==> config.mk <==
export PLATFORM = sky130hd
export DESIGN_NAME = instruction_fetch_unit
export DESIGN_NICKNAME = d
export VERILOG_FILES = /design/src/rtl/instruction_fetch_unit.sv
export SDC_FILE = /design/constraint.sdc
export NUM_CORES = 1
export LEC_CHECK = 0
export ABC_AREA = 1
export CELL_PAD_IN_SITES_DETAIL_PLACEMENT = 1
export CELL_PAD_IN_SITES_GLOBAL_PLACEMENT = 2
export CORE_UTILIZATION = 33
export DETAILED_ROUTE_END_ITERATION = 10
export DONT_BUFFER_PORTS = 1
export PLACE_DENSITY_LB_ADDON = 0.05
export SKIP_LAST_GASP = 1
export SLEW_MARGIN = 20
export SYNTH_ARGS = -nofsm -noshare
export SYNTH_HDL_FRONTEND = slang
export SYNTH_SLANG_ARGS = --single-unit
==> constraint.sdc <==
create_clock -name Clock -period 2 [get_ports Clock]
set_clock_uncertainty 0.2 [all_clocks]
set_input_delay 0.2 -clock Clock [delete_from_list [all_inputs] [get_ports Clock]]
set_output_delay 0.2 -clock Clock [all_outputs]
set_load 0.02 [all_outputs]
==> src/rtl/instruction_fetch_unit.sv <==
// Instruction fetch unit: reads a 16-bit little-endian instruction as two
// byte accesses starting at the PC and requests two PC increments per fetch.
module instruction_fetch_unit (
   input  logic        Clock,
   input  logic        Reset,
   input  logic        Start,
   input  logic [15:0] PCIn,
   input  logic [7:0]  MemData,
   input  logic        MemReady,
   output logic [15:0] MemAddr,
   output logic        MemRead,
   output logic        PCInc,
   output logic [15:0] IROut,
   output logic        Valid,
   output logic        Busy
);

   localparam int unsigned ADDR_W  = 16;
   localparam int unsigned BYTE_W  = 8;
   localparam int unsigned INSTR_W = 16;

   typedef enum logic [1:0] {
      ST_IDLE     = 2'd0,
      ST_FETCH_LO = 2'd1,
      ST_FETCH_HI = 2'd2,
      ST_DONE     = 2'd3
   } state_t;

   state_t               r_state;
   state_t               w_state_nxt;
   logic [ADDR_W-1:0]    r_addr;
   logic [INSTR_W-1:0]   r_ir;
   logic                 w_latch_pc;
   logic                 w_load_lo;
   logic                 w_load_hi;

   // State register
   always_ff @(posedge Clock or posedge Reset) begin
      if (Reset) begin
         r_state <= ST_IDLE;
      end else begin
         r_state <= w_state_nxt;
      end
   end

   // Address and instruction registers; PCIn is only captured on a Start-accepting edge
   always_ff @(posedge Clock or posedge Reset) begin
      if (Reset) begin
         r_addr <= '0;
         r_ir   <= '0;
      end else begin
         if (w_latch_pc) begin
            r_addr <= PCIn;
         end else if (w_load_lo) begin
            r_addr <= r_addr + ADDR_W'(1);
         end
         if (w_load_lo) begin
            r_ir[BYTE_W-1:0] <= MemData;
         end
         if (w_load_hi) begin
            r_ir[INSTR_W-1:BYTE_W] <= MemData;
         end
      end
   end

   // Next-state and output decode
   always_comb begin
      w_state_nxt = r_state;
      w_latch_pc  = 1'b0;
      w_load_lo   = 1'b0;
      w_load_hi   = 1'b0;
      MemAddr     = '0;
      MemRead     = 1'b0;
      PCInc       = 1'b0;
      Valid       = 1'b0;
      Busy        = 1'b0;
      case (r_state)
         ST_IDLE: begin
            if (Start) begin
               w_latch_pc  = 1'b1;
               w_state_nxt = ST_FETCH_LO;
            end
         end
         ST_FETCH_LO: begin
            Busy    = 1'b1;
            MemAddr = r_addr;
            MemRead = 1'b1;
            if (MemReady) begin
               PCInc       = 1'b1;
               w_load_lo   = 1'b1;
               w_state_nxt = ST_FETCH_HI;
            end
         end
         ST_FETCH_HI: begin
            Busy    = 1'b1;
            MemAddr = r_addr;
            MemRead = 1'b1;
            if (MemReady) begin
               PCInc       = 1'b1;
               w_load_hi   = 1'b1;
               w_state_nxt = ST_DONE;
            end
         end
         ST_DONE: begin
            Valid = 1'b1;
            if (Start) begin
               w_latch_pc  = 1'b1;
               w_state_nxt = ST_FETCH_LO;
            end else begin
               w_state_nxt = ST_IDLE;
            end
         end
         default: begin
            w_state_nxt = ST_IDLE;
         end
      endcase
   end

   assign IROut = r_ir;

endmodule

======== Word-level counts from Yosys, hierarchy flattened ========
Index checks and enable logic that the tools add are counted.
W data, S select, Z words.
word-level totals
  flip-flop bits (word level) ............. 34
  input bits .............................. 28
  output and inout bits ................... 36
  word-level logic and storage cells ...... 32
operators by class
  $add $sub $neg .......................... 1
  eq/ne operators ......................... 6
  muxes and demuxes ....................... 16
  reductions and logical operators ........ 5
operators by type and width
  operator                 count
  $mux W16                 3
  $add A16 B1 Y16 const B  1
  $mux W1                  9
  $pmux W2 S4              1
  $mux W2                  3
  $ne A2 B2 Y1 const B     3
  $eq A2 B2 Y1 const B     2
  $reduce_or A2 Y1         2
  $reduce_and A3 Y1        1
  $eq A2 B1 Y1 const B     1
  $logic_not A2 Y1         1
  $reduce_bool A2 Y1       1

======== Logic depth before layout (Yosys ltp) ========
  depth in word-level cells ............... 4
  mapped depth ............................ 11
  mapped depth without buffers ............ 9

======== Worst setup path after synthesis ========
No wires, ideal clock.
  path type ............................... reg2reg
  start point ............................. register r_state[0]
  end point ............................... register r_addr[15]
  arrival ................................. 1.608 ns
  required time ........................... 1.684 ns
  slack ................................... 0.076 ns
  cell stages (with the launch flop) ...... 12
  path buffers ............................ 3
  clock period less this slack ............ 1.924 ns
  cells stage by stage .................... dfrtp_1 > inv_1 > ha_1 > buf_6 > inv_2 > nand2_2 > buf_6 > buf_6 > o21ai_1 > inv_1 > nand2_1 > nand2_1
between the ends
  cells in the longest elaborated chain, start to end .. 4
  elaborated cells on any way between the ends .. 8
RTL lines
  what                                              line  RTL
  from (decl)                                       29    state_t r_state;
  from (signal assigned)                            42    r_state <= w_state_nxt;
  $eq A2 B2 Y1 or $logic_not A2 Y1 (tied branches)  77    case (r_state)
  $reduce_or A2 Y1 (no line)                        -
  $mux W1                                           -
  $mux W16 or $reduce_bool A2 Y1 (tied branches)    -
  to (signal assigned)                              53    r_addr <= PCIn;
  to (signal assigned)                              55    r_addr <= r_addr + ADDR_W'(1);
  to (decl)                                         31    logic [ADDR_W-1:0] r_addr;
Several ways; a longest one is shown, not always the timed one.
A chain may end at the register's enable or synchronous reset.

======== Worst setup path in the final report ========
  start point ............................. register r_state[0]
  end point ............................... output port MemAddr[12]
between the ends
  cells in the longest elaborated chain, start to end .. 3
  elaborated cells on any way between the ends .. 4
RTL lines
  what                                          line  RTL
  $eq A2 B2 Y1 or $eq A2 B1 Y1 (tied branches)  77
  $reduce_or A2 Y1 (no line) (*)                -
  $mux W16 (*)                                  77
  to (decl)                                     10    output logic [15:0] MemAddr,
Mark *: on every way between the ends. The rest lies on a longest branch, timed or not.

==> summary.txt <==
Timing
  – Final min period: 1870 ps
  – Worst Tran Pin Value: 466 ps
  – Unrepaired setup endpoints after global routing: false
  – # setup viols final: 0
  – Max Slew Vio Count: 0
  – Final WS setup: 130 ps
  – Final Hold Viols: 0
  – Period utilization: 93.5%
  – Slew HR: 68.9%
  – TNS Setup: 0 ps
  – Max Clk Rate: 535 MHz
  – Hold Worst Slack: 108 ps

Finish
  – Ant. Diodes: 0
  – Design area: 2560 um2
  – Synth-to-layout area growth: 25.6%
  – Multi-input gate area: 908 um2
  – Share of cells above drive strength 1: 8.33%
  – Fillcell total: 767
  – Sequential cell area: 851 um2
  – Final nets: 357

Drt
  – Vias per cell: 4.82
  – Detailed router's first-iteration violation count: 59
  – Post-Route WL: 5850 um
  – Antenna Violating Nets Remaining: 0
  – DR pass1 iterations: 4
  – Vias post-DR: 1922
  – Drt drc: 0
  – Routed length per instance: 14.7 um

Placed design
  – Post-DP HPWL: 4130 um
  – Port buffer count: 0
  – Worst slack, placed: 157 ps
  – Placed cell area: 2130 um2
  – GP Congestion: 0.718

Worst setup path
  – Crit path cell chain: inv_2 > ha_4 > buf_12 > nand2_1 > inv_1
  – CP Max Fanout: 19
  – Worst setup SP type: flop
  – Worst endpoint required time: 1600 ps
  – CP Capture Type: output pin
  – Slowest CP cell: dfrtp_1
  – Kind of critical path: reg2out
  – R2R Setup Slk: 220 ps
  – Critical Path Max Stage Delay: 400 ps
  – Crit path DAT: 1470 ps

CTS
  – CTS Buf Count: 5
  – Clock-pin slew on the worst setup and hold paths: 80 ps
  – Skew-Pair Late Insertion Delay: 290 ps
  – Max clock buf depth: 2
  – H-tree Lvls: 2
  – Root buffer cell: clkbuf_8
  – CTS sink count: 34
  – CTS tree: built

Flow run
  – MaxCap Viol Count: 0

Floorplan
  – Die X: 80.6 um
  – Chip height: 80.6 um
  – Core Region: 5960 um2
  – Row Count: 28
  – Area of the die: 6500 um2
  – Starting Density: 34.2%
  – IO Count: 64

Global route
  – GR Util met2: 34.4%
  – Grt ovf: 0
  – Number of global-route vias before repair: 1978
  – Global Route Usage Sum: 20.2%
  – Initial antenna violation count: 0
  – Pin count of the biggest net entering global routing: 35
  – GRT met1 Usage: 25.9%
  – First-pass GRT wire length: 9810 um
  – Most used routing layer: met2
  – Global Route met3 Usage: 3.07%

Synth
  – Top cells by area, synth: dfrtp_1 42%, nand2_1 16%, inv_1 10%
  – Syn Nets: 327
  – Post-Syn Area: 2040 um2
  – Distinct cells, synth: 24
  – Mapped Cells: 293
  – Flop and latch count out of synthesis: 34
  – Synth top area share: 41.7%
  – Post-synthesis sequential area ratio: 41.7%
  – Warning count from the yosys run: 0
  – Area leader, netlist: dfrtp_1
  – Average size of a mapped cell: 6.96 um2

Power and ir drop
  – Clock Power Share: 16.2%
  – Comb pwr share: 52.0%
  – Cell leakage power: 1.38 nW
  – Total power draw: 4.86 mW
  – Net switching power: 2.51 mW
  – Flop pwr share: 31.8%
  – Sw Share: 51.8%
  – PwrDens: 1900 nW/um2
  – Pint: 2.34 mW
  – Maximum VDD drop: 0.000711 V

Hold path
  – Hold Path Class: in2reg

Status
  – Status: completed
[layout make-up]
cell class,instances,area share (%)
inverter,58,8.60
timing repair buffer,33,13.7
clock buffer,5,2.69
tap,75,3.66
sequential,34,33.2
multi-input combinational,191,35.5
clock inverter,3,2.69
[metal layers]
layer / up-vias / part of all wire, %
met5: - / 0
met4: 0 / 1.2
met3: 5 / 3.7
met2: 41 / 48
met1: 908 / 47
li1: 968 / -
[critical path: cells and delay by family, from the launching register on]
family	cells	cell delay (ps)
and+or+nand+nor	1	70
buffers and inverters	3	410
DFF	1	400
adders and majority gates	1	290
[state kept, by name, indices dropped and copies added, names as in the netlist]
name	cells
r_state	2
IROut	16
r_addr	16
[cells in the final DEF, fill, tap and decap left out, types with 9 or more instances in the layout]
master and count:
dfrtp_1 34, dlygate4sd3_1 26, inv_1 52, nand2_1 88
nand3_1 17, nor2_1 20, o21ai_0 26, o21ai_1 9
[final timing paths]
| check | depth (start not counted) | startpoint | end |
|---|---|---|---|
| max | 5 | r_state[0] | MemAddr[12] |
| min | 3 | MemReady | r_state[1] |
| max reg2reg | 10 | r_state[0] | r_addr[4] |
| min reg2reg | 2 | r_addr[15] | r_addr[15] |
| max in group asynchronous | 3 | Reset | r_addr[3] |
| min in group asynchronous | 3 | Reset | r_addr[14] |
[synth_stat cells]
cell      number
a21oi_1        4
nor2_2         3
nand4_1        4
nand2_2        2
nor3_1         2
o22ai_1        5
nand2_1       88
a211oi_1       1
xor2_1         1
inv_1         55
o211ai_1       2
buf_4          3
ha_1           6
inv_2          2
nand3_1       17
dfrtp_1       34
buf_2          1
buf_6          3
clkbuf_1       3
inv_4          1
o21ai_0       26
nor2_1        20
o21ai_1        9
a31oi_1        1
[stage by stage]
stage                     utilization [%]  instances
after global placement               35.8        364
after global routing                 43.0        399
final                                43.0        399
after detailed placement             35.8        364
after floorplan                         -        293
after CTS                            43.0        399
[cell families after synthesis]
group           synth area share [%]
xor+xnor                       0.430
compound gates                  12.5
fa+ha+maj                       3.68
simple gates                    27.3
buf+inv                         14.4
flops                           41.7
[timing repair]
action | 4_1_cts | 5_1_grt
endpoints found under the hold margin | 67 | 0
buffers inserted | 1 | 0
setup endpoints to repair | 17 | 19
cloned | 0 | 0
hold buffers | 26 | 0
pin swaps | 0 | 0
resized for setup | 4 | 3
[power by group through the flow]
stage	Sequential, mW	Combinational [mW]	Clock [mW]
5_1_grt	1.60	2.90	0.831
4_1_cts	1.56	2.55	0.804
3_5_place_dp	1.57	2.38	0
6_report	1.55	2.52	0.785
2_1_floorplan	1.45	1.97	0
3_3_place_gp	1.57	2.33	0
(Power assumes the default switching activity.)
